File: src/rtl/agc_shift_ctrl_pkg.sv
// Shared types and widths for the AGC shift controller.
package agc_shift_ctrl_pkg;

  localparam int unsigned SHIFT_W = 5;
  localparam int unsigned OUT_W   = 16;
  localparam int unsigned MAG_W   = 31;

  typedef enum logic [1:0] {
    ST_IDLE  = 2'd0,
    ST_RUN   = 2'd1,
    ST_EVAL  = 2'd2,
    ST_APPLY = 2'd3
  } agc_state_e;

  // Ones' complement magnitude: no overflow for the most negative sample.
  function automatic logic [MAG_W-1:0] mag31(input logic [31:0] s);
    return s[31] ? ~s[30:0] : s[30:0];
  endfunction

endpackage

File: src/rtl/agc_shift_ctrl_if.sv
// Sample stream, control and shift-output bundle of the AGC controller.
interface agc_shift_ctrl_if;
  import agc_shift_ctrl_pkg::*;

  logic               enable;
  logic               manual_en;
  logic [SHIFT_W-1:0] manual_shift;
  logic [31:0]        din;
  logic               din_valid;
  logic [OUT_W-1:0]   scaled_coeff;
  logic               shift_upd;
  logic [SHIFT_W-1:0] peak_lz;
  logic               clip_flag;

  modport master (
    output enable, manual_en, manual_shift, din, din_valid,
    input  scaled_coeff, shift_upd, peak_lz, clip_flag
  );

  modport slave (
    input  enable, manual_en, manual_shift, din, din_valid,
    output scaled_coeff, shift_upd, peak_lz, clip_flag
  );

endinterface

File: src/rtl/agc_shift_ctrl_lzc31.sv
// Combinational 31-bit leading-zero counter; all-zero input gives 31.
module agc_shift_ctrl_lzc31
  import agc_shift_ctrl_pkg::*;
(
  input  logic [MAG_W-1:0]   v_i,
  output logic [SHIFT_W-1:0] lz_o
);

  // Ascending scan: the highest set bit is the last one to win.
  always_comb begin
    lz_o = SHIFT_W'(MAG_W);
    for (int i = 0; i < int'(MAG_W); i++) begin
      if (v_i[i]) lz_o = SHIFT_W'(int'(MAG_W) - 1 - i);
    end
  end

endmodule

File: src/rtl/agc_shift_ctrl.sv
// Peak-tracking AGC that picks the largest non-clipping left shift per window
// and drives the 32->16 scaling shifter; fast attack, stepped release.
module agc_shift_ctrl
  import agc_shift_ctrl_pkg::*;
#(
  parameter int unsigned WIN_LOG2     = 10,
  parameter int unsigned HEADROOM     = 1,
  parameter int unsigned MAX_SHIFT    = 16,
  parameter int unsigned RELEASE_WINS = 4
) (
  input  logic             clk,
  input  logic             rst,
  agc_shift_ctrl_if.slave  bus
);

  localparam int unsigned        REL_W   = (RELEASE_WINS < 2) ? 1 : $clog2(RELEASE_WINS + 1);
  localparam logic [REL_W-1:0]   REL_MAX = REL_W'(RELEASE_WINS);
  localparam logic [SHIFT_W-1:0] MAX_C   = SHIFT_W'(MAX_SHIFT);

  agc_state_e          state_q, state_d;
  logic [WIN_LOG2-1:0] cnt_q, cnt_d;
  logic [MAG_W-1:0]    peak_q, peak_d;
  logic [MAG_W-1:0]    hold_q, hold_d;
  logic [REL_W-1:0]    rel_q, rel_d;
  logic [SHIFT_W-1:0]  cur_q, cur_d;
  logic [SHIFT_W-1:0]  lz_q, lz_d;
  logic [SHIFT_W-1:0]  tgt_q, tgt_d;
  logic                upd_q, upd_d;
  logic                clip_q, clip_d;

  logic [MAG_W-1:0]    mag_c;
  logic [MAG_W-1:0]    peak_max_c;
  logic [SHIFT_W-1:0]  lz_c;
  logic [SHIFT_W-1:0]  tgt_c;
  logic [SHIFT_W-1:0]  man_c;
  logic [REL_W-1:0]    rel_inc_c;
  logic                win_end_c;
  int                  tgt_raw_c;

  agc_shift_ctrl_lzc31 u_lzc31 (
    .v_i  (hold_q),
    .lz_o (lz_c)
  );

  assign mag_c      = mag31(bus.din);
  assign peak_max_c = (mag_c > peak_q) ? mag_c : peak_q;
  assign win_end_c  = bus.din_valid && (cnt_q == '1);
  assign man_c      = (bus.manual_shift > MAX_C) ? MAX_C : bus.manual_shift;
  assign rel_inc_c  = rel_q + REL_W'(1);

  // Headroom subtraction is signed so small lz clamps to zero instead of wrapping.
  always_comb begin
    tgt_raw_c = int'(lz_c) - int'(HEADROOM);
    if (tgt_raw_c < 0)                   tgt_c = '0;
    else if (tgt_raw_c > int'(MAX_SHIFT)) tgt_c = MAX_C;
    else                                  tgt_c = SHIFT_W'(tgt_raw_c);
  end

  always_comb begin
    state_d = state_q;
    cnt_d   = cnt_q;
    peak_d  = peak_q;
    hold_d  = hold_q;
    rel_d   = rel_q;
    cur_d   = cur_q;
    lz_d    = lz_q;
    tgt_d   = tgt_q;
    upd_d   = 1'b0;
    clip_d  = 1'b0;

    if (!bus.enable) begin
      state_d = ST_IDLE;
      cnt_d   = '0;
      peak_d  = '0;
      rel_d   = '0;
    end else begin
      // Accumulation never stalls, so the next window overlaps EVAL/APPLY.
      if (bus.din_valid) begin
        if (win_end_c) begin
          hold_d = peak_max_c;
          peak_d = '0;
          cnt_d  = '0;
        end else begin
          peak_d = peak_max_c;
          cnt_d  = cnt_q + WIN_LOG2'(1);
        end
      end

      case (state_q)
        ST_IDLE: state_d = ST_RUN;
        ST_RUN:  if (win_end_c) state_d = ST_EVAL;
        ST_EVAL: begin
          lz_d    = lz_c;
          tgt_d   = tgt_c;
          state_d = ST_APPLY;
        end
        ST_APPLY: begin
          state_d = ST_RUN;
          if (!bus.manual_en) begin
            if (tgt_q < cur_q) begin
              cur_d  = tgt_q;
              clip_d = 1'b1;
              rel_d  = '0;
            end else if (tgt_q > cur_q) begin
              if (rel_inc_c == REL_MAX) begin
                cur_d = cur_q + SHIFT_W'(1);
                rel_d = '0;
              end else begin
                rel_d = rel_inc_c;
              end
            end else begin
              rel_d = '0;
            end
          end
        end
        default: state_d = ST_IDLE;
      endcase

      if (bus.manual_en) begin
        cur_d = man_c;
        rel_d = '0;
      end
      upd_d = (cur_d != cur_q);
    end
  end

  always_ff @(posedge clk or posedge rst) begin
    if (rst) begin
      state_q <= ST_IDLE;
      cnt_q   <= '0;
      peak_q  <= '0;
      hold_q  <= '0;
      rel_q   <= '0;
      cur_q   <= '0;
      lz_q    <= '0;
      tgt_q   <= '0;
      upd_q   <= 1'b0;
      clip_q  <= 1'b0;
    end else begin
      state_q <= state_d;
      cnt_q   <= cnt_d;
      peak_q  <= peak_d;
      hold_q  <= hold_d;
      rel_q   <= rel_d;
      cur_q   <= cur_d;
      lz_q    <= lz_d;
      tgt_q   <= tgt_d;
      upd_q   <= upd_d;
      clip_q  <= clip_d;
    end
  end

  assign bus.scaled_coeff = {{(OUT_W - SHIFT_W){1'b0}}, cur_q};
  assign bus.shift_upd    = upd_q;
  assign bus.peak_lz      = lz_q;
  assign bus.clip_flag    = clip_q;

endmodule

File: src/flat_wrapper.sv
// flat-port wrapper written by rule: the top's interface ports become plain ports
module agc_shift_ctrl_flat import agc_shift_ctrl_pkg::*;
#(
  parameter int unsigned WIN_LOG2     = 10,
  parameter int unsigned HEADROOM     = 1,
  parameter int unsigned MAX_SHIFT    = 16,
  parameter int unsigned RELEASE_WINS = 4
)
  (clk, rst, bus_enable, bus_manual_en, bus_manual_shift, bus_din, bus_din_valid, bus_scaled_coeff, bus_shift_upd, bus_peak_lz, bus_clip_flag);
  agc_shift_ctrl_if bus_i ();
  input  logic clk;
  input  logic rst;
  input wire logic [$bits(bus_i.enable)-1:0] bus_enable;
  input wire logic [$bits(bus_i.manual_en)-1:0] bus_manual_en;
  input wire logic [$bits(bus_i.manual_shift)-1:0] bus_manual_shift;
  input wire logic [$bits(bus_i.din)-1:0] bus_din;
  input wire logic [$bits(bus_i.din_valid)-1:0] bus_din_valid;
  output wire logic [$bits(bus_i.scaled_coeff)-1:0] bus_scaled_coeff;
  output wire logic [$bits(bus_i.shift_upd)-1:0] bus_shift_upd;
  output wire logic [$bits(bus_i.peak_lz)-1:0] bus_peak_lz;
  output wire logic [$bits(bus_i.clip_flag)-1:0] bus_clip_flag;
  assign bus_i.enable = bus_enable;
  assign bus_i.manual_en = bus_manual_en;
  assign bus_i.manual_shift = bus_manual_shift;
  assign bus_i.din = bus_din;
  assign bus_i.din_valid = bus_din_valid;
  assign bus_scaled_coeff = bus_i.scaled_coeff;
  assign bus_shift_upd = bus_i.shift_upd;
  assign bus_peak_lz = bus_i.peak_lz;
  assign bus_clip_flag = bus_i.clip_flag;
  agc_shift_ctrl #(.WIN_LOG2(WIN_LOG2), .HEADROOM(HEADROOM), .MAX_SHIFT(MAX_SHIFT), .RELEASE_WINS(RELEASE_WINS)) u_core (.clk(clk), .rst(rst), .bus(bus_i));
endmodule
File: config.mk
export PLATFORM = sky130hd
export DESIGN_NAME = agc_shift_ctrl_flat
export DESIGN_NICKNAME = d
export VERILOG_FILES = /design/src/rtl/agc_shift_ctrl_pkg.sv /design/src/rtl/agc_shift_ctrl_if.sv /design/src/rtl/agc_shift_ctrl_lzc31.sv /design/src/rtl/agc_shift_ctrl.sv /design/src/flat_wrapper.sv
export SDC_FILE = /design/constraint.sdc
export NUM_CORES = 1
export LEC_CHECK = 0
export BUFFER_PORTS_ARGS = -buffer_cell sky130_fd_sc_hd__buf_2
export CAP_MARGIN = 20
export CORE_MARGIN = 2
export CORE_UTILIZATION = 55
export DETAILED_ROUTE_END_ITERATION = 8
export PLACE_DENSITY = 0.75
export RECOVER_POWER = 100
export SLEW_MARGIN = 15
export SYNTH_ARGS = -nofsm -noshare
export SYNTH_HDL_FRONTEND = slang
export SYNTH_HIERARCHICAL = 1
export SYNTH_SLANG_ARGS = --single-unit
File: constraint.sdc
create_clock -name clk -period 6.2 [get_ports clk]
set_clock_uncertainty 0.2 [all_clocks]
set_input_delay 0.31 -clock clk [delete_from_list [all_inputs] [get_ports clk]]
set_output_delay 0.31 -clock clk [all_outputs]
set_load 0.02 [all_outputs]
Word-level counts from Yosys, hierarchy flattened
Cells that the tools add are included.
{ "totals": {"out_inout_bits": 23, "word_cells": 97, "regBits": 94, "mem_bits_rw": 0, "romBits": 0, "memories": 0, "latch_bits": 0} }
{ "op_classes": {"n_addsub": 4, "n_mux": 62, "n_lt_le_gt_ge": 6, "multipliers": 0, "shift": 0, "bitwise_logic": 1, "reduce_logical": 5, "div_mod_pow": 0, "n_eq_ne": 9} }
{ "ops": {"columns": ["operator", "count"], "rows": [
  ["2-to-1 mux 5 bit", 39],
  ["2-to-1 mux 31 bit", 5],
  ["greater-than comparator 32 x 6 -> 1 bit, second input constant", 1],
  ["< comparator 32 x 1 -> 1 bit, second input constant", 1],
  ["greater-than comparator 31 bit", 1],
  ["inverter 31 bit", 1],
  ["2-to-1 mux 10 bit", 3],
  ["2-to-1 mux 3 bit", 6],
  ["adder 10 x 1 -> 10 bit, second input constant", 1],
  ["equality test 10 bit, second input constant", 1],
  ["2-to-1 mux 1 bit", 6],
  ["one-hot mux 2 bit (3 select lines)", 1],
  ["subtractor 5 x 1 -> 6 bit, second input constant", 1],
  ["adder 5 x 1 -> 5 bit, second input constant", 1],
  ["greater-than comparator 5 bit", 1],
  ["greater-than comparator 5 bit, second input constant", 1],
  ["< comparator 5 bit", 1],
  ["!= test 5 bit", 1],
  ["equality test 2 bit, second input constant", 2],
  ["2-to-1 mux 2 bit", 2],
  ["adder 3 x 1 -> 3 bit, second input constant", 1],
  ["equality test 3 bit, second input constant", 1],
  ["!= test 3 x 1 -> 1 bit, second input constant", 1],
  ["!= test 3 x 2 -> 1 bit, second input constant", 1],
  ["other kinds (7)", 7]
]} }

Longest topological paths before layout
{ "logic_depth": {"word_depth": 35, "mapped_depth": 12, "ltp_nobuf": 11} }

Modules after synthesis
The synthesis kept the hierarchy.
{ "modules_own_cells": {"columns": ["module", "instances", "area_per_inst_um2", "cells_per_inst"], "rows": [
  ["agc_shift_ctrl", 1, 5993.2, 666],
  ["agc_shift_ctrl_lzc31", 1, 344.1, 61]
]} }

Least setup slack after synthesis
Ideal clock, no wire load.
{ "synth_path": {"kind": "input-to-reg", "from": "in bus_din[31]", "to": "reg u_core.hold_q[0]", "path_stages": 12, "setup_slack_ps": 3021, "t_arrival_ps": 2844, "required_time_ps": 5865, "n_path_buf": 3, "setup_ps": 135, "cell_sequence": "clkbuf_1 > clkbuf_1 > xnor2_1 > inv_1 > ha_1 > a211oi_1 > o21ai_1 > o221a_2 > o311ai_4 > and2_4 > buf_2 > o311ai_1"} }
{ "synth_between": {"elab_chain_len": 3} }
{ "synth_lines": {"columns": ["item", "line_no", "rtl"], "rows": [
  ["start, declared", "flat_wrapper.sv:16", "input wire logic [$bits(bus_i.din)-1:0] bus_din;"],
  ["2-to-1 mux 31 bit (*)", "agc_shift_ctrl_pkg.sv:17", "return s[31] ? ~s[30:0] : s[30:0];"],
  ["greater-than comparator 31 bit", "agc_shift_ctrl.sv:46", "assign peak_max_c = (mag_c > peak_q) ? mag_c : peak_q;"],
  ["2-to-1 mux 31 bit (*)", "agc_shift_ctrl.sv:46", null],
  ["end signal, assigned", "agc_shift_ctrl.sv:143", "hold_q <= hold_d;"],
  ["end, declared", "agc_shift_ctrl.sv:23", "logic [MAG_W-1:0] hold_q, hold_d;"]
]} }
Mark *: on every way between the ends. The rest lies on a longest branch, timed or not.
A chain may end at the register's enable or synchronous reset.

Worst setup path in the final report
{ "layout_path": {"from": "in bus_din[31]", "to": "reg u_core.peak_q[25]"} }
{ "layout_between": {"elab_chain_len": 6} }
{ "layout_lines": {"columns": ["item", "line_no", "rtl"], "rows": [
  ["2-to-1 mux 31 bit (*)", "agc_shift_ctrl_pkg.sv:17", null],
  ["greater-than comparator 31 bit", "agc_shift_ctrl.sv:46", null],
  ["2-to-1 mux 31 bit (*)", "agc_shift_ctrl.sv:46", null],
  ["2-to-1 mux 31 bit (*)", "agc_shift_ctrl.sv:79", "if (win_end_c) begin"],
  ["2-to-1 mux 31 bit (*)", "agc_shift_ctrl.sv:78", "if (bus.din_valid) begin"],
  ["2-to-1 mux 31 bit (*)", "agc_shift_ctrl.sv:71", "if (!bus.enable) begin"],
  ["end signal, assigned", "agc_shift_ctrl.sv:142", "peak_q <= peak_d;"],
  ["end, declared", "agc_shift_ctrl.sv:22", "logic [MAG_W-1:0] peak_q, peak_d;"]
]} }
Mark *: on every way between the ends. The rest lies on a longest branch, timed or not. The select of a mux whose other input is x is not followed.

==> run metrics <==
hpwl dp 10,800 um; die width 111 um; global-route wire length before repair 25,300 um; Clock Path Buffers 2; die height 111 um; part of the cycle the worst path needs 76.9%; Pwr Total roughly 1.8 mW; Async SR Flop Fraction 100%; DIE AREA about 12,000 um^2; sequential cell fraction of total power 39.5%; post-route setup TNS 0 ps; min Tclk post-route roughly 4800 ps; CTS Sinks 94; Setup-failing EPs final 0; most common cell after layout, fill and taps aside dfrtp_1; synth warn 6; initial antenna violation count 0; syn_area_per_cell 8.72 um^2; Hold Buf Count CTS 1; clock tree root buffer cell clkbuf_16; Cell Rows 39; FMAX 210 MHz; Vias ~5,600; pin count of the biggest net entering global routing 57; Pleak 3.02 nW; drt via density between 6 and 7; Tot GR Track Use 24.9%; Detailed Route Iter0 Violations just under 600; Starting Density a little under three fifths; Layout fillers 1,006; Slew @ Worst Pin 2240 ps; status complete, but fails checks; crit path launch type primary input; EDFF count, synth 0; Hold Path Class primary input to flip-flop; Clock transition at path regs 70 ps; I/O pin count 65; Placed Instances 886; Net Switching approximately 0.57 mW; crit path max fanout 33; post-CTS sizing 0; Internal 1.21 mW; dpl ws 2100 ps; GR Overflow Total 0; violated checks max-capacitance violations, max-slew violations; H-Tree Depth 3; TritonCTS clock tree done; post-CTS setup buffer count 0; Main synth FF type dfrtp_1; max-cap viol count 2; area of the multi-input gates between 3000 and 4000 um^2; clk_lat worst skew about 340 ps; Comb power frac 25.1%; core area roughly 11,000 um^2; First-pass DRT Iterations 5; WS Path Type primary input to flip-flop; post-synth cell types 68; Layout Cells excl Fill about 900; required time worst endpoint about 6200 ps; Peak VDD IR 0.128 mV; register area share after synthesis 37.1%; Mapped Cells 727; post-synthesis to final-layout area growth 9.48%; post-synthesis register bit count 94; Slew Limit Fails 72; I/O Buffers 53; RSZ-0062 raised after global routing false; vias in the first global route between 5,000 and 6,000; Syn Std Cell Area 6340 um^2; final setup margin approximately 1400 ps; Post-DRT Antenna Nets 0; share of layout cells above drive strength 1 9.61%; CP endpoint kind flip-flop; Final Hold Viols 0; relative max-transition margin -49.6%; nets 842; Clock power frac 35.4%; final routed DRC violation total 0; arrival time at the worst endpoint between 4000 and 5000 ps; wire per inst between 15 and 20 um; pwr dens 256 nW/um^2; final wirelength 15,400 um; register area approximately 2400 um^2; commonest cells after routing, fill and taps aside 94 x dfrtp_1, 82 x inv_1, 73 x nand2_1; Final Util 61.3%; GP Congestion 0.941; switching share of total power 31.9%; CTS buffer count 9
==> kinds of logic (layout without fill, tap and decap cells) <==
group / Yosys count / count (layout) / share of synthesized area (%)
AND/OR/NAND/NOR: 214 / 214 / 16.6
buffers and inverters: 136 / 159 / 9.12
flip-flops: 94 / 94 / 37.1
adder cells (fa/ha/maj): 45 / 45 / 8.88
other: 1 / 12 / 0.0592
multiplexers: 7 / 7 / 1.18
AO/OA/AOI/OAI: 191 / 191 / 21.7
XOR/XNOR: 39 / 39 / 5.39
==> synthesized netlist by cell type (all sizes together), types with 9 or more instances <==
cell    count  area share (%)
dfrtp      94              37
inv        83             4.9
nand2      73             4.3
ha         45             8.9
nand4      42             4.1
nor2       38             2.3
xnor2      37             5.1
o21ai      36             2.8
o311ai     33             4.8
o22ai      31             3.1
clkbuf     30             1.8
buf        23             2.4
a21oi      22             1.8
nand3      14             1.1
nor3       11            0.87
o31ai       9             1.1
==> cell type report <==
cell class | count | area share [%]
Timing Repair Buffer | 60 | 4.65
Inverter | 83 | 4.51
Antenna cell | 1 | 0.0361
Sequential cell | 94 | 33.9
Tap cell | 143 | 2.58
Clock inverter | 6 | 1.59
Clock buffer | 10 | 3.30
Multi-Input combinational cell | 507 | 49.4
==> flip-flops by register name (all words and copies together) (netlist names) <==
signal	count
u_core/bus.clip_flag	1
u_core/bus.peak_lz	5
u_core/bus.shift_upd	1
u_core/cnt_q	10
u_core/cur_q	5
u_core/hold_q	31
u_core/peak_q	31
u_core/rel_q	3
u_core/state_q	2
u_core/tgt_q	5
==> stage by stage <==
stage	cell area, um^2	hold slack [ps]
floorplan	6370	251
global placement	6620	236
detailed placement	6650	232
global route	6940	132
finish	6940	106
CTS	6990	102
==> worst paths after layout <==
| check | startpoint | to | slack, ps | cells past startpoint |
|---|---|---|---|---|
| setup / recovery | bus_din[31] | u_core/peak_q[25]$_DFFE_PP0P_ | 1430 | 12 |
| hold / removal | bus_din[8] | u_core/peak_q[8]$_DFFE_PP0P_ | 110 | 3 |
| setup reg to reg | u_core/peak_q[14]$_DFFE_PP0P_ | u_core/peak_q[25]$_DFFE_PP0P_ | 2970 | 10 |
| hold reg to reg | u_core/bus.peak_lz[4]$_DFFE_PP0P_ | u_core/bus.peak_lz[4]$_DFFE_PP0P_ | 290 | 2 |
| max in group asynchronous | rst | u_core/peak_q[13]$_DFFE_PP0P_ | 3650 | 4 |
| min in group asynchronous | rst | u_core/cur_q[3]$_DFFE_PP0P_ | 710 | 3 |
==> per-layer routing <==
| layer | vias up | GRT usage [%] | share of wire, % |
|---|---|---|---|
| met3 | 18 | 3.65 | 5.0 |
| met4 | 0 | 7.49 | 1.5 |
| li1 | 2667 | - | - |
| met1 | 2721 | 32.5 | 44 |
| met5 | - | 0 | 0 |
| met2 | 181 | 43.1 | 50 |
==> worst max-delay path, cell delays in order <==
cell      delay, ps
clkbuf_1       1580
xnor2_1         290
inv_1            90
ha_1            310
nand4_1         140
nor3_1          490
o221a_2         300
o311ai_0        170
buf_4           310
a31oi_1         200
buf_4           380
o22ai_1         140
==> power groups by stage <==
stage               clock network (mW)  logic (mW)  registers, mW
finish                           0.629       0.446          0.702
global route                     0.671       0.496          0.709
CTS                              0.641       0.456          0.701
detailed placement                   0       0.453          0.712
global placement                     0       0.440          0.710
floorplan                            0       0.336          0.721
No activity file was read; power rests on OpenSTA's default activity.
